**config.mk**
```make
export PLATFORM = sky130hd
export DESIGN_NAME = i2c_txn_scheduler
export DESIGN_NICKNAME = d
export VERILOG_FILES = /design/src/rtl/i2c_sched_pkg.sv /design/src/rtl/rr_arbiter.sv /design/src/rtl/i2c_txn_scheduler.sv
export SDC_FILE = /design/constraint.sdc
export NUM_CORES = 1
export LEC_CHECK = 0
export BUFFER_PORTS_ARGS = -buffer_cell sky130_fd_sc_hd__buf_2
export CORE_MARGIN = 2
export CORE_UTILIZATION = 55
export CTS_BUF_LIST = sky130_fd_sc_hd__clkbuf_8
export DETAILED_ROUTE_END_ITERATION = 8
export PLACE_DENSITY_LB_ADDON = 0.3
export RECOVER_POWER = 50
export SLEW_MARGIN = 20
export SYNTH_ARGS = -nofsm -noshare
export SYNTH_HDL_FRONTEND = slang
export SYNTH_HIERARCHICAL = 1
export SYNTH_SLANG_ARGS = --single-unit
```
**constraint.sdc**
```tcl
create_clock -name clk_in -period 8.6 [get_ports clk_in]
set_input_delay 0 -clock clk_in [delete_from_list [all_inputs] [get_ports clk_in]]
set_output_delay 0 -clock clk_in [all_outputs]
set_load 0.1 [all_outputs]
```
**src/rtl/i2c_sched_pkg.sv**
```systemverilog
// rtl/i2c_sched_pkg.sv - shared types for the I2C transaction scheduler
package i2c_sched_pkg;

    typedef enum logic [2:0] {
        IDLE  = 3'd0,
        ISSUE = 3'd1,
        WAIT  = 3'd2,
        RESP  = 3'd3,
        GAP   = 3'd4
    } state_t;

    typedef struct packed {
        logic [6:0] addr;
        logic       rw;
        logic [7:0] cmd;
        logic [7:0] data;
    } i2c_req_t;

endpackage

```
**src/rtl/rr_arbiter.sv**
```systemverilog
// rtl/rr_arbiter.sv - combinational round-robin pick, searching upward from ptr+1
module rr_arbiter #(
    parameter int N = 4
) (
    input  logic [N-1:0]         req,
    input  logic [$clog2(N)-1:0] ptr,
    input  logic                 en,
    output logic [N-1:0]         grant,
    output logic [$clog2(N)-1:0] grant_idx,
    output logic                 grant_any
);
    localparam int IW = $clog2(N);

    logic [IW-1:0] cand;

    // Offset N wraps back to ptr itself, so the last winner is considered last.
    always_comb begin
        grant     = '0;
        grant_idx = '0;
        grant_any = 1'b0;
        cand      = '0;
        for (int k = 1; k <= N; k++) begin
            cand = IW'((int'(ptr) + k) % N);
            if (en && !grant_any && req[cand]) begin
                grant[cand] = 1'b1;
                grant_idx   = cand;
                grant_any   = 1'b1;
            end
        end
    end

endmodule

```
**src/rtl/i2c_txn_scheduler.sv**
```systemverilog
// rtl/i2c_txn_scheduler.sv - shares one i2c_controller among NUM_REQ clients
module i2c_txn_scheduler
    import i2c_sched_pkg::*;
#(
    parameter int NUM_REQ        = 4,
    parameter int TIMEOUT_CYCLES = 1_000_000,
    parameter int GAP_CYCLES     = 16
) (
    input  logic                   clk_in,
    input  logic                   rst_in,
    input  logic [NUM_REQ-1:0]     req_valid_in,
    input  logic [NUM_REQ*7-1:0]   req_addr_in,
    input  logic [NUM_REQ-1:0]     req_rw_in,
    input  logic [NUM_REQ*8-1:0]   req_cmd_in,
    input  logic [NUM_REQ*8-1:0]   req_data_in,
    output logic [NUM_REQ-1:0]     req_ready_out,
    output logic [NUM_REQ-1:0]     rsp_valid_out,
    output logic [7:0]             rsp_data_out,
    output logic                   rsp_err_out,
    output logic                   rsp_retried_out,
    output logic                   busy_out,
    output logic                   i2c_start_out,
    output logic [6:0]             i2c_addr_out,
    output logic                   i2c_rw_out,
    output logic [7:0]             i2c_cmd_out,
    output logic [7:0]             i2c_data_out,
    input  logic [7:0]             i2c_data_byte_in,
    input  logic                   i2c_ack_in,
    input  logic                   i2c_valid_in
);
    localparam int IW = $clog2(NUM_REQ);
    localparam int TW = (TIMEOUT_CYCLES > 1) ? $clog2(TIMEOUT_CYCLES) : 1;
    localparam int GW = $clog2(GAP_CYCLES + 1);
    localparam logic [TW-1:0] TMO_LAST = TW'(TIMEOUT_CYCLES - 1);
    localparam logic [GW-1:0] GAP_LAST = GW'(GAP_CYCLES - 1);

    state_t         state;
    i2c_req_t       req_q;
    logic [IW-1:0]  rr_ptr;
    logic [IW-1:0]  owner_q;
    logic           retried_q;
    logic [TW-1:0]  tmo_cnt;
    logic [GW-1:0]  gap_cnt;

    logic [NUM_REQ-1:0] arb_grant;
    logic [IW-1:0]      arb_idx;
    logic               arb_any;

    rr_arbiter #(.N(NUM_REQ)) u_arb (
        .req       (req_valid_in),
        .ptr       (rr_ptr),
        .en        (state == IDLE),
        .grant     (arb_grant),
        .grant_idx (arb_idx),
        .grant_any (arb_any)
    );

    // Controller parameters come straight from the latch so they stay stable for the whole transaction.
    assign i2c_addr_out = req_q.addr;
    assign i2c_rw_out   = req_q.rw;
    assign i2c_cmd_out  = req_q.cmd;
    assign i2c_data_out = req_q.data;

    always_ff @(posedge clk_in) begin
        if (rst_in) begin
            state           <= IDLE;
            req_q           <= '0;
            rr_ptr          <= IW'(NUM_REQ - 1);
            owner_q         <= '0;
            retried_q       <= 1'b0;
            tmo_cnt         <= '0;
            gap_cnt         <= '0;
            req_ready_out   <= '0;
            rsp_valid_out   <= '0;
            rsp_data_out    <= '0;
            rsp_err_out     <= 1'b0;
            rsp_retried_out <= 1'b0;
            busy_out        <= 1'b0;
            i2c_start_out   <= 1'b0;
        end else begin
            req_ready_out <= '0;
            rsp_valid_out <= '0;
            i2c_start_out <= 1'b0;
            unique case (state)
                IDLE: begin
                    if (arb_any) begin
                        req_ready_out <= arb_grant;
                        req_q.addr    <= req_addr_in[7*arb_idx +: 7];
                        req_q.rw      <= req_rw_in[arb_idx];
                        req_q.cmd     <= req_cmd_in[8*arb_idx +: 8];
                        req_q.data    <= req_data_in[8*arb_idx +: 8];
                        owner_q       <= arb_idx;
                        rr_ptr        <= arb_idx;
                        retried_q     <= 1'b0;
                        busy_out      <= 1'b1;
                        state         <= ISSUE;
                    end
                end
                ISSUE: begin
                    i2c_start_out <= 1'b1;
                    tmo_cnt       <= '0;
                    state         <= WAIT;
                end
                WAIT: begin
                    retried_q <= retried_q | i2c_ack_in;
                    // Success wins when data_valid lands on the expiry cycle.
                    if (i2c_valid_in) begin
                        rsp_valid_out[owner_q] <= 1'b1;
                        rsp_data_out    <= req_q.rw ? i2c_data_byte_in : 8'h00;
                        rsp_err_out     <= 1'b0;
                        rsp_retried_out <= retried_q | i2c_ack_in;
                        state           <= RESP;
                    end else if (tmo_cnt == TMO_LAST) begin
                        rsp_valid_out[owner_q] <= 1'b1;
                        rsp_data_out    <= 8'h00;
                        rsp_err_out     <= 1'b1;
                        rsp_retried_out <= retried_q | i2c_ack_in;
                        state           <= RESP;
                    end else begin
                        tmo_cnt <= tmo_cnt + TW'(1);
                    end
                end
                RESP: begin
                    gap_cnt <= '0;
                    state   <= GAP;
                end
                GAP: begin
                    if (gap_cnt == GAP_LAST) begin
                        busy_out <= 1'b0;
                        state    <= IDLE;
                    end else begin
                        gap_cnt <= gap_cnt + GW'(1);
                    end
                end
                default: begin
                    busy_out <= 1'b0;
                    state    <= IDLE;
                end
            endcase
        end
    end

endmodule

```
==> out/summary.md <==
The area of the mapped netlist came out at 4183 um^2. The via total after detailed routing was 4251. For the setup TNS, the log shows 0 ps. For the count of H-tree levels built during CTS, the log shows 3.

In this run the static leakage power is 2.073 nW. Largest fanout on the critical path: 25. For the clock latency at the later pin of the worst-skew pair, the log shows 370 ps.

For the number of nets in the layout, the log shows 736. The part of the cycle the worst path needs is 0.4314, and the number of antenna violations at the first check in global routing is 1. Kind of capture point of the worst setup path: a flip-flop.

STA classifies the critical path startpoint as a flip-flop. Overall fraction of global-route tracks in use: 0.2786. The first global-routing pass estimated 18.44 mm of wire.

The tool flagged a number of max-cap violations equal to 0. The headroom to the max-slew limit is 0.1452. After detailed routing, the wire length on met1 is 4.447 mm. The floorplan step set the die height to 91.21 um. The worst hold margin came out at 93.96 ps. Setup repair after global routing left no endpoint under its margin. Most repeated cell in the gate-level netlist after synthesis: dfxtp_1. After the first detailed-routing iteration, the DRC count stood at 213.

The number of gates resized after CTS was 0. The sequential-to-total area share from yosys stat is 0.3685, and the number of sinks driven by the clock tree is 77. The final-report max-slew violation count came out at 0. Highest routed metal layer: met4. Summed over all layers, the routed wires come to 11.83 mm.

The flow ran to the end, and the final reports show no timing, DRC or antenna violations. The die covers 8318 um^2. The final weighted congestion in routability-driven placement is 0.8636. After filler insertion, the fill cell instance count of the layout stands at 606. Measured along the x axis, the die boundary spans 91.21 um. For the effective utilization at floorplan, the log shows 0.5736.

Counting instances in the post-synthesis netlist gives the leading cell types as dfxtp_1, nand2_1, a21oi_1. Entering global routing, the biggest net connects 57 pins. The number of warnings issued by yosys is 6.

For the length of routed met2 wiring, the log shows 6.315 mm. Using the TritonRoute via totals, the vias-per-cell ratio works out to 5.921. For the pin with the worst max-slew slack, the measured transition is 1288 ps.

Number of register bits inferred by synthesis: 77. The worst setup path is of the reg -> reg kind. The number of distinct library cells after synthesis was 60; the power per cell area was 353.8 nW/um^2. TritonCTS built the clock tree. The clock skew is 17.73 ps. The fraction of layout instances using a drive strength above 1 is 0.2670. The area overhead of the layout relative to synthesis was 24.38%; the overflow left after global routing was 0. The number of routed nets with antenna violations was 0. By area the synthesized netlist is led by dfxtp_1, mux4_2, nand2_1. In this run, CTS created clock tree buffers numbering 9. The logs give 269.5 MHz for the maximum operating frequency and 0 for the post-CTS setup-driven buffer insertion count.

Yosys mapped a number of flops with a built-in enable equal to 0. Across the VDD grid, the largest voltage drop is 0.2412 mV. For the worst setup path, the data required time is 8800 ps. The tools report the routed wire length on met3 as 688 um. For this run, the detailed router's first-pass iteration total came to 5.

For the finished layout, the period the worst path requires is 3710 ps. For this run, design rule violations remaining after detail routing come to 0. Port buffering added 155 buffers. Leading area contributor after synthesis: dfxtp_1. The predominant post-synthesis flop cell is dfxtp_1. The detailed placement HPWL is 8.505 mm, and the cell count after synthesis is 466. The hold violation count in the final report is 0. The number of global-route vias before repair was 4046; the fraction of synthesis flops using an asynchronous set or reset pin was 0.

After layout, the design draws a total of 1.841 mW. The average instance area after synthesis was 8.976 um^2; the clock input transition at the sequential cells of the worst setup and hold paths was 90 ps. The initialized floorplan defines 31 standard-cell rows. The fraction of synthesized cell area taken by the top area cell type works out to 0.3685. The post-detailed-route wirelength per cell is 16.48 um, and the count of endpoints failing setup in the final report is 0. The arrival time of data at the critical path endpoint was 3910 ps; the number of nets produced by synthesis was 588.

In the final layout, the multi-input gates occupy 2482 um^2. The maximum root-to-sink buffer count came out at 2. 156 I/O pins were placed. In the final layout, flip-flops and latches occupy 1541 um^2.

The floorplan step defined a core boundary enclosing 7292 um^2. Worst min-delay path category: in -> reg. The clock root buffer master was clkbuf_8.
layer usage:
layer  vias up  global-route usage
li1       2007                   -
met3        39             0.05311
met1      2018              0.3124
met2       187              0.4963
met4         0              0.1515
met5         -                   0
final timing paths:
| check | start | cells after the start | to | slack (ps) |
|---|---|---|---|---|
| worst max register to register | rr_ptr[0] | 8 | i2c_rw_out | 4890 |
| worst max-delay path | rr_ptr[0] | 8 | i2c_rw_out | 4890 |
| worst min register to register | i2c_data_out[2] | 2 | i2c_data_out[2] | 460 |
| worst min-delay path | req_data_in[7] | 4 | i2c_data_out[7] | 90 |
logic make-up (layout without fill, tap and decap cells):
kind of cell    after synthesis  count (layout)  share of synthesized area
compound gates              128             128                     0.1944
xor+xnor                      1               1                   0.002094
fa+ha+maj                    10              10                    0.02991
buf+inv                      35             187                    0.03650
flops                        77              77                     0.3685
mux                          31              31                     0.1496
other cells                   0               1                          0
simple gates                184             184                     0.2190
cell type report:
cell class,count,share of cell area
flip-flops and latches,77,0.2963
well taps,99,0.02381
clock inverters,6,0.01563
diodes,1,0.0004810
inverters,7,0.005051
repair buffers,165,0.1578
multi-input cells,354,0.4772
clock buffers,9,0.02381
critical path, cell delays in order, from the launching register on:
cell and delay (ps):
dfxtp_1 790, inv_1 220, ha_1 430, mux4_2 410, o22ai_1 200, a22o_2 720
mux4_2 590, nand2_1 90, a21oi_1 100
layout by cell type (no fill, tap or decap), types with 10 or more instances in the layout:
cell             n
nor3_1          10
dlygate4sd3_1   10
dfxtp_1         77
o21ai_0         19
o21ai_1         11
nor2_1          28
clkbuf_1        44
nand2_1         73
a21oi_1         53
buf_2          111
mux4_2          25
ha_1            10
nand2b_1        12
where the power goes:
group	switching, mW	internal (mW)	total, mW	leakage (nW)
registers	0.0559	0.415	0.471	0.627
clock network	0.135	0.160	0.295	0.112
logic	0.714	0.360	1.07	1.33
repair_timing:
item / 4_1_cts / 5_1_grt
endpoints found under the hold margin: 11 / 0
setup endpoints to repair: 0 / 0
hold buffers: 10 / 0
registers in the layout, indices dropped and copies added, names as in the netlist:
name	count
owner_q	2
i2c_cmd_out	8
i2c_addr_out	7
i2c_data_out	8
state	3
rsp_data_out	8
i2c_rw_out	1
i2c_start_out	1
rsp_err_out	1
retried_q	1
busy_out	1
rsp_valid_out	4
tmo_cnt	20
gap_cnt	5
req_ready_out	4
rsp_retried_out	1
rr_ptr	2
stage by stage:
| step | worst slack (ps) | utilization | area [um^2] | std cells |
|---|---|---|---|---|
| after floorplan | 5161 | - | 4183 | 466 |
| after global placement | 4834 | 0.6798 | 4957 | 692 |
| after detailed placement | 4661 | 0.6798 | 4957 | 692 |
| after CTS | 4652 | 0.7217 | 5263 | 717 |
| after global routing | 4603 | 0.7135 | 5202 | 718 |
| final | 4890 | 0.7135 | 5202 | 718 |
Note: power is estimated with default switching activity, not from simulation.
